===== src/rtl/capacitive_touch_scanner.sv =====
// Capacitive pad scanner: charges all pads, times each discharge,
// and debounces long discharges into touch bits with sticky events.
module capacitive_touch_scanner #(
  parameter int NUM_SENSORS   = 9,
  parameter int CNT_W         = 12,
  parameter int CHARGE_CYCLES = 500,
  parameter int THRESHOLD     = 200,
  parameter int TIMEOUT       = 4095,
  parameter int DEBOUNCE      = 3
) (
  input  logic                   clock,
  input  logic                   reset,
  input  logic                   enable,
  input  logic [NUM_SENSORS-1:0] capacitive_sensors_in,
  output logic                   capacitive_sensors_out,
  output logic [NUM_SENSORS-1:0] touch_state,
  output logic [NUM_SENSORS-1:0] touch_latched,
  input  logic                   clear_en,
  input  logic [NUM_SENSORS-1:0] clear_mask,
  output logic                   scan_done,
  input  logic [3:0]             count_sel,
  output logic [CNT_W-1:0]       count_q
);

  localparam int CHG_W = $clog2(CHARGE_CYCLES + 1);
  localparam int DB_W  = $clog2(DEBOUNCE + 1);

  localparam logic [CNT_W-1:0] TMO = CNT_W'(TIMEOUT);
  localparam logic [CNT_W-1:0] THR = CNT_W'(THRESHOLD);
  localparam logic [CHG_W-1:0] CHG_LAST = CHG_W'(CHARGE_CYCLES - 1);
  localparam logic [DB_W-1:0]  DB_LAST  = DB_W'(DEBOUNCE - 1);

  typedef enum logic [1:0] {
    S_IDLE,
    S_CHARGE,
    S_MEASURE,
    S_EVAL
  } state_t;

  state_t r_state;
  state_t w_next;

  logic                   r_out;
  logic                   r_done;
  logic                   w_out;
  logic                   w_done;
  logic [NUM_SENSORS-1:0] r_sync1;
  logic [NUM_SENSORS-1:0] r_sync2;
  logic [CHG_W-1:0]       r_chg;
  logic [CNT_W-1:0]       r_timer;
  logic [CNT_W-1:0]       r_cnt [NUM_SENSORS];
  logic [CNT_W-1:0]       r_pub [NUM_SENSORS];
  logic [NUM_SENSORS-1:0] r_lat;
  logic [DB_W-1:0]        r_db  [NUM_SENSORS];
  logic [DB_W-1:0]        w_db_next [NUM_SENSORS];
  logic [NUM_SENSORS-1:0] r_ts;
  logic [NUM_SENSORS-1:0] r_tl;
  logic [NUM_SENSORS-1:0] w_ts_next;
  logic [NUM_SENSORS-1:0] w_raw;
  logic [NUM_SENSORS-1:0] w_hit;
  logic [NUM_SENSORS-1:0] w_rise;
  logic [NUM_SENSORS-1:0] w_clr;
  logic                   w_all;
  logic                   w_tmo;
  logic                   w_chg_end;
  logic                   w_meas;
  logic                   w_eval;

  assign w_meas    = (r_state == S_MEASURE);
  assign w_eval    = (r_state == S_EVAL);
  assign w_tmo     = (r_timer == TMO);
  assign w_chg_end = (r_chg == CHG_LAST);

  // A pad counts as done if latched earlier or discharging this cycle
  assign w_hit = r_lat | ~r_sync2;
  assign w_all = &w_hit;

  always_comb begin
    w_next = r_state;
    unique case (r_state)
      S_IDLE:    if (enable) w_next = S_CHARGE;
      S_CHARGE:  if (w_chg_end) w_next = S_MEASURE;
      S_MEASURE: if (w_all || w_tmo) w_next = S_EVAL;
      S_EVAL:    w_next = enable ? S_CHARGE : S_IDLE;
      default:   w_next = S_IDLE;
    endcase
    w_out  = (w_next == S_CHARGE);
    w_done = (w_next == S_EVAL);
  end

  always_ff @(posedge clock or negedge reset) begin
    if (!reset) begin
      r_state <= S_IDLE;
      r_out   <= 1'b0;
      r_done  <= 1'b0;
    end else begin
      r_state <= w_next;
      r_out   <= w_out;
      r_done  <= w_done;
    end
  end

  always_ff @(posedge clock or negedge reset) begin
    if (!reset) begin
      r_sync1 <= '0;
      r_sync2 <= '0;
    end else begin
      r_sync1 <= capacitive_sensors_in;
      r_sync2 <= r_sync1;
    end
  end

  always_ff @(posedge clock or negedge reset) begin
    if (!reset) begin
      r_chg <= '0;
    end else if (r_state == S_CHARGE) begin
      r_chg <= r_chg + 1'b1;
    end else begin
      r_chg <= '0;
    end
  end

  // Timer saturates at the timeout value instead of wrapping
  always_ff @(posedge clock or negedge reset) begin
    if (!reset) begin
      r_timer <= '0;
    end else if (w_meas) begin
      if (!w_tmo) r_timer <= r_timer + 1'b1;
    end else begin
      r_timer <= '0;
    end
  end

  always_ff @(posedge clock or negedge reset) begin
    if (!reset) begin
      r_lat <= '0;
      for (int i = 0; i < NUM_SENSORS; i++) begin
        r_cnt[i] <= '0;
      end
    end else begin
      for (int i = 0; i < NUM_SENSORS; i++) begin
        if (r_state == S_CHARGE) begin
          r_lat[i] <= 1'b0;
        end else if (w_meas && !r_lat[i]) begin
          if (!r_sync2[i]) begin
            r_cnt[i] <= r_timer;
            r_lat[i] <= 1'b1;
          end else if (w_tmo) begin
            r_cnt[i] <= TMO;
            r_lat[i] <= 1'b1;
          end
        end
      end
    end
  end

  always_comb begin
    w_ts_next = r_ts;
    for (int i = 0; i < NUM_SENSORS; i++) begin
      w_raw[i]     = (r_cnt[i] >= THR);
      w_db_next[i] = r_db[i];
      if (w_eval) begin
        if (w_raw[i] == r_ts[i]) begin
          w_db_next[i] = '0;
        end else if (r_db[i] == DB_LAST) begin
          w_db_next[i] = '0;
          w_ts_next[i] = ~r_ts[i];
        end else begin
          w_db_next[i] = r_db[i] + 1'b1;
        end
      end
    end
  end

  assign w_rise = w_ts_next & ~r_ts;
  assign w_clr  = clear_en ? clear_mask : '0;

  always_ff @(posedge clock or negedge reset) begin
    if (!reset) begin
      r_ts <= '0;
      r_tl <= '0;
      for (int i = 0; i < NUM_SENSORS; i++) begin
        r_db[i]  <= '0;
        r_pub[i] <= '0;
      end
    end else begin
      r_ts <= w_ts_next;
      r_tl <= (r_tl & ~w_clr) | w_rise;
      for (int i = 0; i < NUM_SENSORS; i++) begin
        r_db[i] <= w_db_next[i];
        if (w_eval) r_pub[i] <= r_cnt[i];
      end
    end
  end

  always_comb begin
    count_q = '0;
    for (int i = 0; i < NUM_SENSORS; i++) begin
      if (count_sel == 4'(i)) count_q = r_pub[i];
    end
  end

  assign capacitive_sensors_out = r_out;
  assign scan_done              = r_done;
  assign touch_state            = r_ts;
  assign touch_latched          = r_tl;

endmodule

===== config.mk =====
export PLATFORM = sky130hd
export DESIGN_NAME = capacitive_touch_scanner
export DESIGN_NICKNAME = d
export VERILOG_FILES = /design/src/rtl/capacitive_touch_scanner.sv
export SDC_FILE = /design/constraint.sdc
export NUM_CORES = 1
export LEC_CHECK = 0
export ABC_AREA = 1
export CORE_MARGIN = 4
export CORE_UTILIZATION = 50
export DETAILED_ROUTE_END_ITERATION = 8
export PLACE_DENSITY_LB_ADDON = 0.05
export SETUP_SLACK_MARGIN = 0.5
export SLEW_MARGIN = 20
export SYNTH_ARGS = -nofsm -noshare
export SYNTH_HDL_FRONTEND = slang
export SYNTH_SLANG_ARGS = --single-unit

===== constraint.sdc =====
create_clock -name clock -period 1.8 [get_ports clock]
set_input_delay 0.27 -clock clock [delete_from_list [all_inputs] [get_ports clock]]
set_output_delay 0.27 -clock clock [all_outputs]
set_load 0.02 [all_outputs]

==> results.sh <==
export IMPL_violations="setup timing"
export IMPL_irDropWorstVdd_uv=736
export IMPL_dr_total_vias=12700
export IMPL_place_inst=2039
export IMPL_critPathArrivalTime_ns=1.73
export IMPL_fillers=1605
export IMPL_synth_fp_nets=1674
export IMPL_crit_type="register to output pin"
export IMPL_yosys_warnings=0
export IMPL_rsz0062_at_grt="true"
export IMPL_dpl_cell_area_um2=15400
export IMPL_io_pins=58
export IMPL_period_needed_ns=2.00
export IMPL_rows=60
export IMPL_n_antenna_cell=0
export IMPL_power_density_nw_per_um2=670
export IMPL_crit_top_cell="nand3_2"
export IMPL_fin_worst_skew_ns=0.0214
export IMPL_synth_top_area_share_pct=55.4
export IMPL_fin_total_pwr_mw=14.3
export IMPL_hold_path_class="input pin to register"
export IMPL_grt_overflow_total=0
export IMPL_cp_cell_sequence="nand3_2 -> nand3_2 -> nor2_4 -> nand4_1 -> nand2_2 -> nand2_4 -> buf_6"
export IMPL_synthToLayoutAreaGrowth_pct=56.0
export IMPL_clk_path_buf_depth=3
export IMPL_drtPass1Iterations=8
export IMPL_ys_top_cells_by_count="nand2_1, dfrtp_1, nor2_1"
export IMPL_ys_ff_latch=304
export IMPL_initial_core_util_pct=50.9
export IMPL_slew_viol_final=0
export IMPL_synth_compound_area_share_pct=10.2
export IMPL_clkSinkCount=304
export IMPL_synth_edff_count=0
export IMPL_worst_slew_pin_slew_ns=0.406
export IMPL_syn_inst=1646
export IMPL_drc=0
export IMPL_antenna_found_initial=0
export IMPL_switchingPower_mw=3.22
export IMPL_gp_congestion=0.883
export IMPL_cts_tree="built"
export IMPL_clock_fmax_mhz=500
export IMPL_antenna_left=0
export IMPL_routedWlPerCell_um=21.7
export IMPL_placement_io_buffers=57
export IMPL_crit_path_start_kind="register"
export IMPL_dieArea_um2=30200
export IMPL_critPathCaptureType="output pin"
export IMPL_synth_simple_area_share_pct=26.8
export IMPL_synth_adder_area_share_pct=0.182
export IMPL_grt_first_pass_wirelength_um=65600
export IMPL_routed_via_density=5.64
export IMPL_critical_path_slowest_cell="dfrtp_1"
export IMPL_grt_max_degree=66
export IMPL_holdWs_ns=0.192
export IMPL_nets=1914
export IMPL_synth_top_family_by_area="simple AND/OR/NAND/NOR gates"
export IMPL_yosysSeqAreaShare_pct=55.4
export IMPL_coreArea_um2=27000
export IMPL_utilization_pct=79.4
export IMPL_layout_cells_non_filler=2250
export IMPL_worst_path_max_fanout=2
export IMPL_slowest_delay_ns=0.45
export IMPL_synthDistinctLibCells=32
export IMPL_die_y_um=174
export IMPL_drive_gt1_share_pct=45.1
export IMPL_p_comb_share_pct=4.2
export IMPL_drt_wl_total_um=48800
export IMPL_synth_top_flop_cell="dfrtp_1"
export IMPL_critPathRequiredTime_ns=1.53
export IMPL_p_int_mw=11.1
export IMPL_dpl_hpwl_um=25100
export IMPL_die_width_um=174
export IMPL_yosysMostFrequentCell="nand2_1"
export IMPL_clock_latency_ns=0.52
export IMPL_synthArstFlopShare_pct=100
export IMPL_drtIter0Drc=1164
export IMPL_yosysTopAreaCell="dfrtp_1"
export IMPL_p_leak_nw=10.3
export IMPL_cts_made_buffers=35
export IMPL_grtUsageTotal_pct=27.2
export IMPL_clkTransAtPathRegs_ns=0.06
export IMPL_htree_levels=2
export IMPL_cap_violations=0
export IMPL_netlist_area_um2=13700
export IMPL_slew_headroom_pct=72.9
export IMPL_p_seq_share_pct=47.9
export IMPL_stdcell_area_um2=21400
export IMPL_fin_crit_sh_pct=111
export IMPL_cts_root_buf="clkbuf_16"
export IMPL_p_sw_share_pct=22.5
export IMPL_synth_top_cells_by_area="dfrtp_1, nand2_1, nor2_1"
export IMPL_p_clk_share_pct=47.8
export IMPL_finalSetupViolations=105
export IMPL_outcome="complete, but fails checks"
export IMPL_synth_xor_area_share_pct=0.638
export IMPL_hold_viol_final=0
export IMPL_worst_slack_ns=-0.198
export IMPL_syn_area_per_cell_um2=8.33
export IMPL_synth_mux_area_share_pct=0
export IMPL_grt_pass1_vias=11700
placed cells by master (no fill, tap or decap), drive strengths merged:
master / netlist / layout
xor2: 10 / 10
nor2: 217 / 217
nand4: 14 / 14
o21bai: 1 / 1
dlygate4sd3: 0 / 1
inv: 131 / 129
o31ai: 2 / 2
nand2: 528 / 528
a21oi: 31 / 31
or2: 11 / 11
bufinv: 0 / 1
buf: 21 / 241
nand3b: 2 / 2
clkdlybuf4s50: 0 / 20
nor3: 8 / 8
a211oi: 1 / 1
a31oi: 3 / 3
clkbuf: 65 / 68
ha: 2 / 2
nor4: 1 / 1
clkinvlp: 0 / 4
clkinv: 0 / 16
nor3b: 1 / 1
o21ai: 186 / 186
dfrtp: 304 / 304
nand3: 107 / 107
power groups by stage:
stage | combinational [mW] | sequential [mW] | clock [mW]
2_1_floorplan | 0.217 | 7.00 | 0
3_3_place_gp | 0.548 | 6.99 | 0
3_5_place_dp | 0.555 | 6.99 | 0
4_1_cts | 0.594 | 6.87 | 6.92
5_1_grt | 0.669 | 6.87 | 7.22
6_report | 0.608 | 6.87 | 6.85
critical path, delay by kind of cell, from the launching register on:
kind / cells / cell delay (ns)
flops: 1 / 0.45
buf+inv: 1 / 0.12
simple gates: 6 / 0.64
metal layers:
metal | GRT usage (%) | routed length, µm
met4 | 7.23 | 1740
met3 | 7.15 | 4110
met5 | 0 | 0
met2 | 41.5 | 23200
met1 | 39.1 | 19700
cells by family after synthesis:
kind of cell,after synthesis
xor+xnor,10
fa+ha+maj,2
simple gates,889
compound gates,224
buf+inv,217
flops,304
through the flow:
stage | setup slack (ns) | setup TNS, ns
5_1_grt | -0.250 | -15.81
3_5_place_dp | -0.964 | -11.25
3_3_place_gp | -0.914 | -10.68
2_1_floorplan | 0.125 | 0
4_1_cts | -0.162 | -3.78
6_report | -0.198 | -5.14
path summary, 6_finish.rpt:
path | slack [ns] | to | from | cells after the start
max | -0.20 | count_q[6] | r_pub[90]$_DFFE_PN0N_ | 7
min | 0.19 | r_sync1[8]$_DFF_PN0_ | capacitive_sensors_in[8] | 1
max reg2reg | -0.08 | r_cnt[81]$_DFFE_PN0P_ | r_timer[1]$_DFFE_PN0P_ | 13
min reg2reg | 0.34 | r_sync2[4]$_DFF_PN0_ | r_sync1[4]$_DFF_PN0_ | 0
max in group asynchronous | 0.83 | r_cnt[11]$_DFFE_PN0P_ | reset | 3
min in group asynchronous | 0.23 | touch_latched[2]$_DFF_PN0_ | reset | 2
layout make-up:
class | count | area [µm²] | area share, %
clock inverters | 13 | 92.6 | 0.432
multi-input cells | 1125 | 7730 | 36.1
repair inverters | 6 | 120 | 0.561
clock buffers | 47 | 1000 | 4.69
repair buffers | 283 | 3870 | 18.1
inverters | 131 | 548 | 2.56
well taps | 341 | 427 | 1.99
flip-flops and latches | 304 | 7610 | 35.5
what timing repair did:
action / 4_1_cts / 5_1_grt
gates cloned: 22 / 37
gates resized for setup: 521 / 432
hold endpoints to repair: 52 / 0
pin swaps: 86 / 117
endpoints found under the setup margin: 254 / 307
hold buffers: 1 / 0
setup buffers: 56 / 35
state kept, by name (all words and copies together), names as in the netlist:
register / cells
scan_done: 1
r_chg: 9
r_cnt: 108
r_sync2: 9
touch_latched: 9
r_sync1: 9
r_pub: 108
capacitive_sensors_out: 1
r_lat: 9
r_db: 18
r_state: 2
r_timer: 12
touch_state: 9
Note: power is estimated with default switching activity, not from simulation.
